File: config.mk
export PLATFORM = sky130hd
export DESIGN_NAME = product_accumulator
export DESIGN_NICKNAME = d
export VERILOG_FILES = /design/src/rtl/product_accumulator.sv
export SDC_FILE = /design/constraint.sdc
export NUM_CORES = 1
export LEC_CHECK = 0
export CORE_MARGIN = 2
export CORE_UTILIZATION = 50
export DETAILED_ROUTE_END_ITERATION = 7
export GPL_ROUTABILITY_DRIVEN = 0
export HOLD_SLACK_MARGIN = 0.15
export PLACE_DENSITY = 0.79
export SYNTH_ARGS = -nofsm -noshare
export SYNTH_HDL_FRONTEND = slang
export SYNTH_SLANG_ARGS = --single-unit
File: constraint.sdc
create_clock -name clk -period 4 [get_ports clk]
set_input_delay 0.4 -clock clk [delete_from_list [all_inputs] [get_ports clk]]
set_output_delay 0.4 -clock clk [all_outputs]
set_load 0.1 [all_outputs]
File: src/rtl/product_accumulator.sv
// Purpose: sums blocks of signed Booth products into ACC_W-bit results; optional ACC_SAT_EN clamps each addition.
// Latency: a result is visible one cycle after the handshake that completes its block (or after a flush).
// Backpressure: src_ready drops while a result is held; dest_data/dest_cnt/sat_flag stay stable until dest_ready.
module product_accumulator #(
    parameter int PROD_W    = 32,
    parameter int ACC_W     = 40,
    parameter int BLOCK_LEN = 4
) (
    input  logic              clk,
    input  logic              rst,
    input  logic              src_val,
    output logic              src_ready,
    input  logic [PROD_W-1:0] src_data,
    input  logic              flush,
    output logic              dest_val,
    input  logic              dest_ready,
    output logic [ACC_W-1:0]  dest_data,
    output logic [7:0]        dest_cnt,
    output logic              sat_flag
);

    typedef enum logic {
        ST_ACC = 1'b0,
        ST_OUT = 1'b1
    } state_t;

    localparam logic [7:0] LAST_IDX = 8'(BLOCK_LEN - 1);

    state_t             state;
    logic [ACC_W-1:0]   acc;
    logic [7:0]         cnt;
    logic [7:0]         cnt_inc;
    logic               in_hs;
    logic               out_hs;
    logic signed [ACC_W-1:0] prod_ext;
    logic [ACC_W-1:0]   sum_wrap;
    logic [ACC_W-1:0]   acc_add;

    assign in_hs    = src_val & src_ready;
    assign out_hs   = dest_val & dest_ready;
    assign cnt_inc  = cnt + 8'd1;
    assign prod_ext = ACC_W'($signed(src_data));
    assign sum_wrap = acc + prod_ext;

`ifdef ACC_SAT_EN
    localparam logic [ACC_W-1:0] ACC_MAX = {1'b0, {(ACC_W-1){1'b1}}};
    localparam logic [ACC_W-1:0] ACC_MIN = {1'b1, {(ACC_W-1){1'b0}}};

    logic ovf;
    logic sat_q;

    // Overflow only possible when both operands share a sign and the sum's sign differs.
    assign ovf     = (acc[ACC_W-1] == prod_ext[ACC_W-1]) && (sum_wrap[ACC_W-1] != acc[ACC_W-1]);
    assign acc_add = ovf ? (acc[ACC_W-1] ? ACC_MIN : ACC_MAX) : sum_wrap;

    // Sticky clamp indicator for the current block, cleared when the result is taken.
    always_ff @(posedge clk or negedge rst) begin
        if (!rst) begin
            sat_q <= 1'b0;
        end else if (out_hs) begin
            sat_q <= 1'b0;
        end else if (in_hs && ovf) begin
            sat_q <= 1'b1;
        end
    end

    assign sat_flag = sat_q;
`else
    assign acc_add  = sum_wrap;
    assign sat_flag = 1'b0;
`endif

    // Collect/hold state machine; handshake outputs are registered from the next state.
    always_ff @(posedge clk or negedge rst) begin
        if (!rst) begin
            state     <= ST_ACC;
            acc       <= '0;
            cnt       <= '0;
            dest_data <= '0;
            dest_cnt  <= '0;
            src_ready <= 1'b0;
            dest_val  <= 1'b0;
        end else begin
            case (state)
                ST_ACC: begin
                    if (in_hs) begin
                        acc <= acc_add;
                        cnt <= cnt_inc;
                        if ((cnt == LAST_IDX) || flush) begin
                            state     <= ST_OUT;
                            dest_data <= acc_add;
                            dest_cnt  <= cnt_inc;
                            src_ready <= 1'b0;
                            dest_val  <= 1'b1;
                        end else begin
                            src_ready <= 1'b1;
                        end
                    end else if (flush && (cnt != 8'd0)) begin
                        // Early emit of a partial block; an empty block is never emitted.
                        state     <= ST_OUT;
                        dest_data <= acc;
                        dest_cnt  <= cnt;
                        src_ready <= 1'b0;
                        dest_val  <= 1'b1;
                    end else begin
                        // Also raises src_ready on the first edge after reset.
                        src_ready <= 1'b1;
                    end
                end
                ST_OUT: begin
                    if (out_hs) begin
                        state     <= ST_ACC;
                        acc       <= '0;
                        cnt       <= '0;
                        src_ready <= 1'b1;
                        dest_val  <= 1'b0;
                    end
                end
                default: begin
                    state     <= ST_ACC;
                    src_ready <= 1'b0;
                    dest_val  <= 1'b0;
                end
            endcase
        end
    end

endmodule

==> metrics.txt <==
# TYPE chip_impl_metric gauge
chip_impl_info{name="status",value="complete, no violations"} 1
chip_impl_metric{name="crit_required",unit="ps"} 4240
chip_impl_info{name="critPathLaunchType",value="input port"} 1
chip_impl_metric{name="drt_wl_total",unit="mm"} 16.7
chip_impl_metric{name="grt_use_total",unit="%"} 24.6
chip_impl_metric{name="synth.distinct_cells",unit=""} 57
chip_impl_metric{name="finalClockSkew",unit="ps"} 8.96
chip_impl_metric{name="flip_flop_and_latch_count_after_synthesis",unit=""} 99
chip_impl_metric{name="worst_path_max_fanout",unit=""} 5
chip_impl_metric{name="die_h",unit="um"} 118
chip_impl_metric{name="grt_max_degree",unit=""} 74
chip_impl_metric{name="ioPinCount",unit=""} 88
chip_impl_metric{name="initial_antenna_violation_count",unit=""} 0
chip_impl_metric{name="path_clk_slew",unit="ps"} 70
chip_impl_metric{name="initial_core_util",unit="%"} 51.1
chip_impl_metric{name="antenna_cells_inserted",unit=""} 0
chip_impl_metric{name="dp_slack",unit="ps"} 301
chip_impl_info{name="grt_setup_unrepaired",value="false"} 1
chip_impl_metric{name="post_synth_inst_count",unit=""} 751
chip_impl_metric{name="cts_hold_repair.buffers",unit=""} 0
chip_impl_metric{name="syn_area",unit="mm^2"} 0.00645
chip_impl_metric{name="share_of_cells_above_drive_strength_1",unit="%"} 4.66
chip_impl_metric{name="reg2reg_setup_slack",unit="ps"} 680
chip_impl_metric{name="r2r.worst_path.cells",unit=""} 11
chip_impl_metric{name="grt_first_pass_wirelength",unit="mm"} 28.1
chip_impl_metric{name="grt_pass1_vias",unit=""} 5806
chip_impl_metric{name="count_of_antenna_violating_nets_left_after_detailed_routing",unit=""} 0
chip_impl_info{name="critPathSlowestCell",value="fa_1"} 1
chip_impl_metric{name="grt.overflow.total",unit=""} 0
chip_impl_metric{name="fin_crit",unit="ps"} 3390
chip_impl_info{name="timing.setup.critical_path_class",value="input port to register"} 1
chip_impl_metric{name="fp.coreArea",unit="mm^2"} 0.0126
chip_impl_metric{name="placementRows",unit=""} 41
chip_impl_metric{name="clk_latency",unit="ps"} 350
chip_impl_metric{name="cts_buffer_depth",unit=""} 2
chip_impl_info{name="regToRegEndpoint",value="dest_data[32]$_DFFE_PN0P_"} 1
chip_impl_metric{name="finalMaxSlewViolations",unit=""} 0
chip_impl_info{name="most_repeated_cell_in_the_gate_level_netlist_after_synthesis",value="nand2_1"} 1
chip_impl_metric{name="drcViolationCount",unit=""} 0
chip_impl_info{name="critPathCapture",value="dest_data[32]$_DFFE_PN0P_"} 1
chip_impl_info{name="worst_hold_check_path_type",value="input port to async pin"} 1
chip_impl_info{name="critical_path.cell_chain",value="clkdlybuf4s50_1, ha_1, fa_1, a21o_1, a21oi_1, o21ai_1, a32oi_1, o21ai_1, a31o_2, a41oi_2, mux2i_1, nand3_1"} 1
chip_impl_info{name="post_synth_most_frequent_cells",value="nand2_1 (112), dfrtp_1 (99), nor2_1 (65)"} 1
chip_impl_metric{name="cts_setup_buffers",unit=""} 0
chip_impl_metric{name="die-width",unit="um"} 118
chip_impl_metric{name="route.detailed.wl_per_inst",unit="um"} 16.9
chip_impl_metric{name="post-dp-hpwl",unit="mm"} 11.7
chip_impl_metric{name="timing.slew.headroom",unit="%"} 31.9
chip_impl_metric{name="first_iter_violations",unit=""} 471
chip_impl_metric{name="dieArea",unit="mm^2"} 0.0138
chip_impl_metric{name="port_buffers",unit=""} 86
chip_impl_metric{name="clock_tree.htree_level_count",unit=""} 3
chip_impl_metric{name="synth.avg_cell_area",unit="um^2"} 8.59
chip_impl_metric{name="drt-vias-per-instance",unit=""} 6.03
chip_impl_metric{name="mappedNetlistNets",unit=""} 830
chip_impl_metric{name="synth_top_area_share",unit="%"} 38.4
chip_impl_info{name="setup.worst_path.start",value="src_data[0]"} 1
chip_impl_metric{name="synth-seq-area-share",unit="%"} 38.4
chip_impl_metric{name="total_neg_setup_slack",unit="ps"} 0
chip_impl_metric{name="clock_sink_count",unit=""} 99
chip_impl_metric{name="flow.area_growth_from_synthesis",unit="%"} 19.9
chip_impl_metric{name="timing_worst_slew_pin_value",unit="ps"} 1020
chip_impl_metric{name="synth_edf_count",unit=""} 0
chip_impl_info{name="synth.area.top_cells",value="dfrtp_1 (38%), ha_1 (8.0%), nand2_1 (6.5%)"} 1
chip_impl_info{name="cp-end-kind",value="register"} 1
chip_impl_metric{name="worst-endpoint-arrival",unit="ps"} 3630
chip_impl_info{name="cp_common_cell",value="o21ai_1"} 1
chip_impl_info{name="synth_top_flop_cell",value="dfrtp_1"} 1
chip_impl_info{name="cts_tree",value="yes"} 1
chip_impl_info{name="ctsRootBufferMaster",value="clkbuf_16"} 1
chip_impl_metric{name="setup_viol",unit=""} 0
chip_impl_metric{name="nNetsFinal",unit=""} 890
chip_impl_metric{name="post_cts_resized",unit=""} 0
chip_impl_metric{name="achievable_freq",unit="MHz"} 295
chip_impl_metric{name="cap_viol_max_count",unit=""} 0
chip_impl_metric{name="finalHoldViolCount",unit=""} 0
chip_impl_metric{name="filler_cell_count",unit=""} 1097
chip_impl_metric{name="cts_inserted_buffers",unit=""} 9
chip_impl_info{name="post-synth-top-area-cell",value="dfrtp_1"} 1
chip_impl_metric{name="cpPeakStageDelay",unit="ps"} 420
chip_impl_metric{name="finalWorstSetupSlack",unit="ps"} 612
chip_impl_metric{name="vias",unit=""} 5961
chip_impl_info{name="worstReg2RegStart",value="acc[0]$_DFFE_PN0P_"} 1
chip_impl_metric{name="synth-warning-count",unit=""} 0
chip_impl_metric{name="postSynth.asyncResetShare",unit="%"} 100
chip_impl_metric{name="final.period_utilization",unit="%"} 84.7
chip_impl_metric{name="first_pass_iters",unit=""} 5
-- layer usage --
metal,vias up,wire length [um],global-route usage (%),share of wire (%)
li1,2840,-,-,-
met1,2860,7590,33.8,45
met2,224,7750,39.6,46
met3,37,968,3.92,5.8
met4,0,391,8.43,2.3
met5,-,0,0,0
-- worst min path at each step --
| stage | endpoint | slack [ps] | cells after the start | from |
|---|---|---|---|---|
| 2_1_floorplan | acc[0]$_DFFE_PN0P_ | 100 | 0 | rst |
| 3_3_place_gp | dest_cnt[3]$_DFFE_PN0P_ | 460 | 2 | dest_cnt[3]$_DFFE_PN0P_ |
| 3_5_place_dp | dest_data[35]$_DFFE_PN0P_ | 470 | 1 | dest_data[35]$_DFFE_PN0P_ |
| 4_1_cts | dest_data[19]$_DFFE_PN0P_ | 230 | 1 | rst |
| 5_1_grt | acc[18]$_DFFE_PN0P_ | 270 | 1 | rst |
| 6_report | acc[17]$_DFFE_PN0P_ | 180 | 1 | rst |
-- sequential cells by signal, indices dropped and copies added (netlist names) --
name and cells:
dest_data 40, state 1, src_ready 1, acc 40
dest_val 1, cnt 8, dest_cnt 8
-- critical path, delay by kind of cell --
family          cells  cell delay (ps)
mux                 1              220
buf+inv             1              410
simple gates        1               80
fa+ha+maj           2              670
compound gates      7             1830
-- kinds of logic after synthesis --
logic type | share of synthesized area [%]
and+or+nand+nor | 18.0
AOI/OAI and AO/OA | 25.0
DFF | 38.4
buffers and inverters | 3.63
xor gates and xnor gates | 5.98
adders and majority gates | 8.27
muxes | 0.621
other | 0.0582
-- placed cells by master, fill, tap and decap left out, drive strengths merged, types with 6 or more instances in the layout --
cell type,netlist,final
a211oi,7,7
a21o,30,30
a21oi,55,55
a22o,30,30
a31oi,27,27
and2,8,8
and3,7,7
buf,15,10
clkbuf,31,10
clkdlybuf4s50,0,85
dfrtp,99,99
ha,41,41
inv,10,15
nand2,112,112
nand3,30,30
nand4,8,8
nor2,65,65
nor3,15,15
o21ai,54,54
o21bai,6,6
xnor2,23,23
xor2,21,21
-- cell type report --
cell class | instances | area, um^2 | share of cell area, %
clock inverters | 6 | 76.3 | 0.987
clock buffers | 10 | 239 | 3.09
inverters | 10 | 37.5 | 0.485
well taps | 172 | 215 | 2.78
repair buffers | 95 | 938 | 12.1
multi-input cells | 596 | 3750 | 48.5
flip-flops and latches | 99 | 2480 | 32.0
-- metrics by stage --
step / cell area [um^2] / instances / util, % / hold WS, ps
5_1_grt: 7730 / 988 / 61.3 / 272
3_5_place_dp: 7420 / 972 / 58.8 / 469
3_3_place_gp: 7420 / 972 / 58.8 / 460
2_1_floorplan: 6450 / 751 / - / 104
6_report: 7730 / 988 / 61.3 / 184
4_1_cts: 7730 / 988 / 61.3 / 233
Power is left out: the tool's default activity adds up to more than one toggle a clock period on the data nets, which glitch-free logic cannot reach.
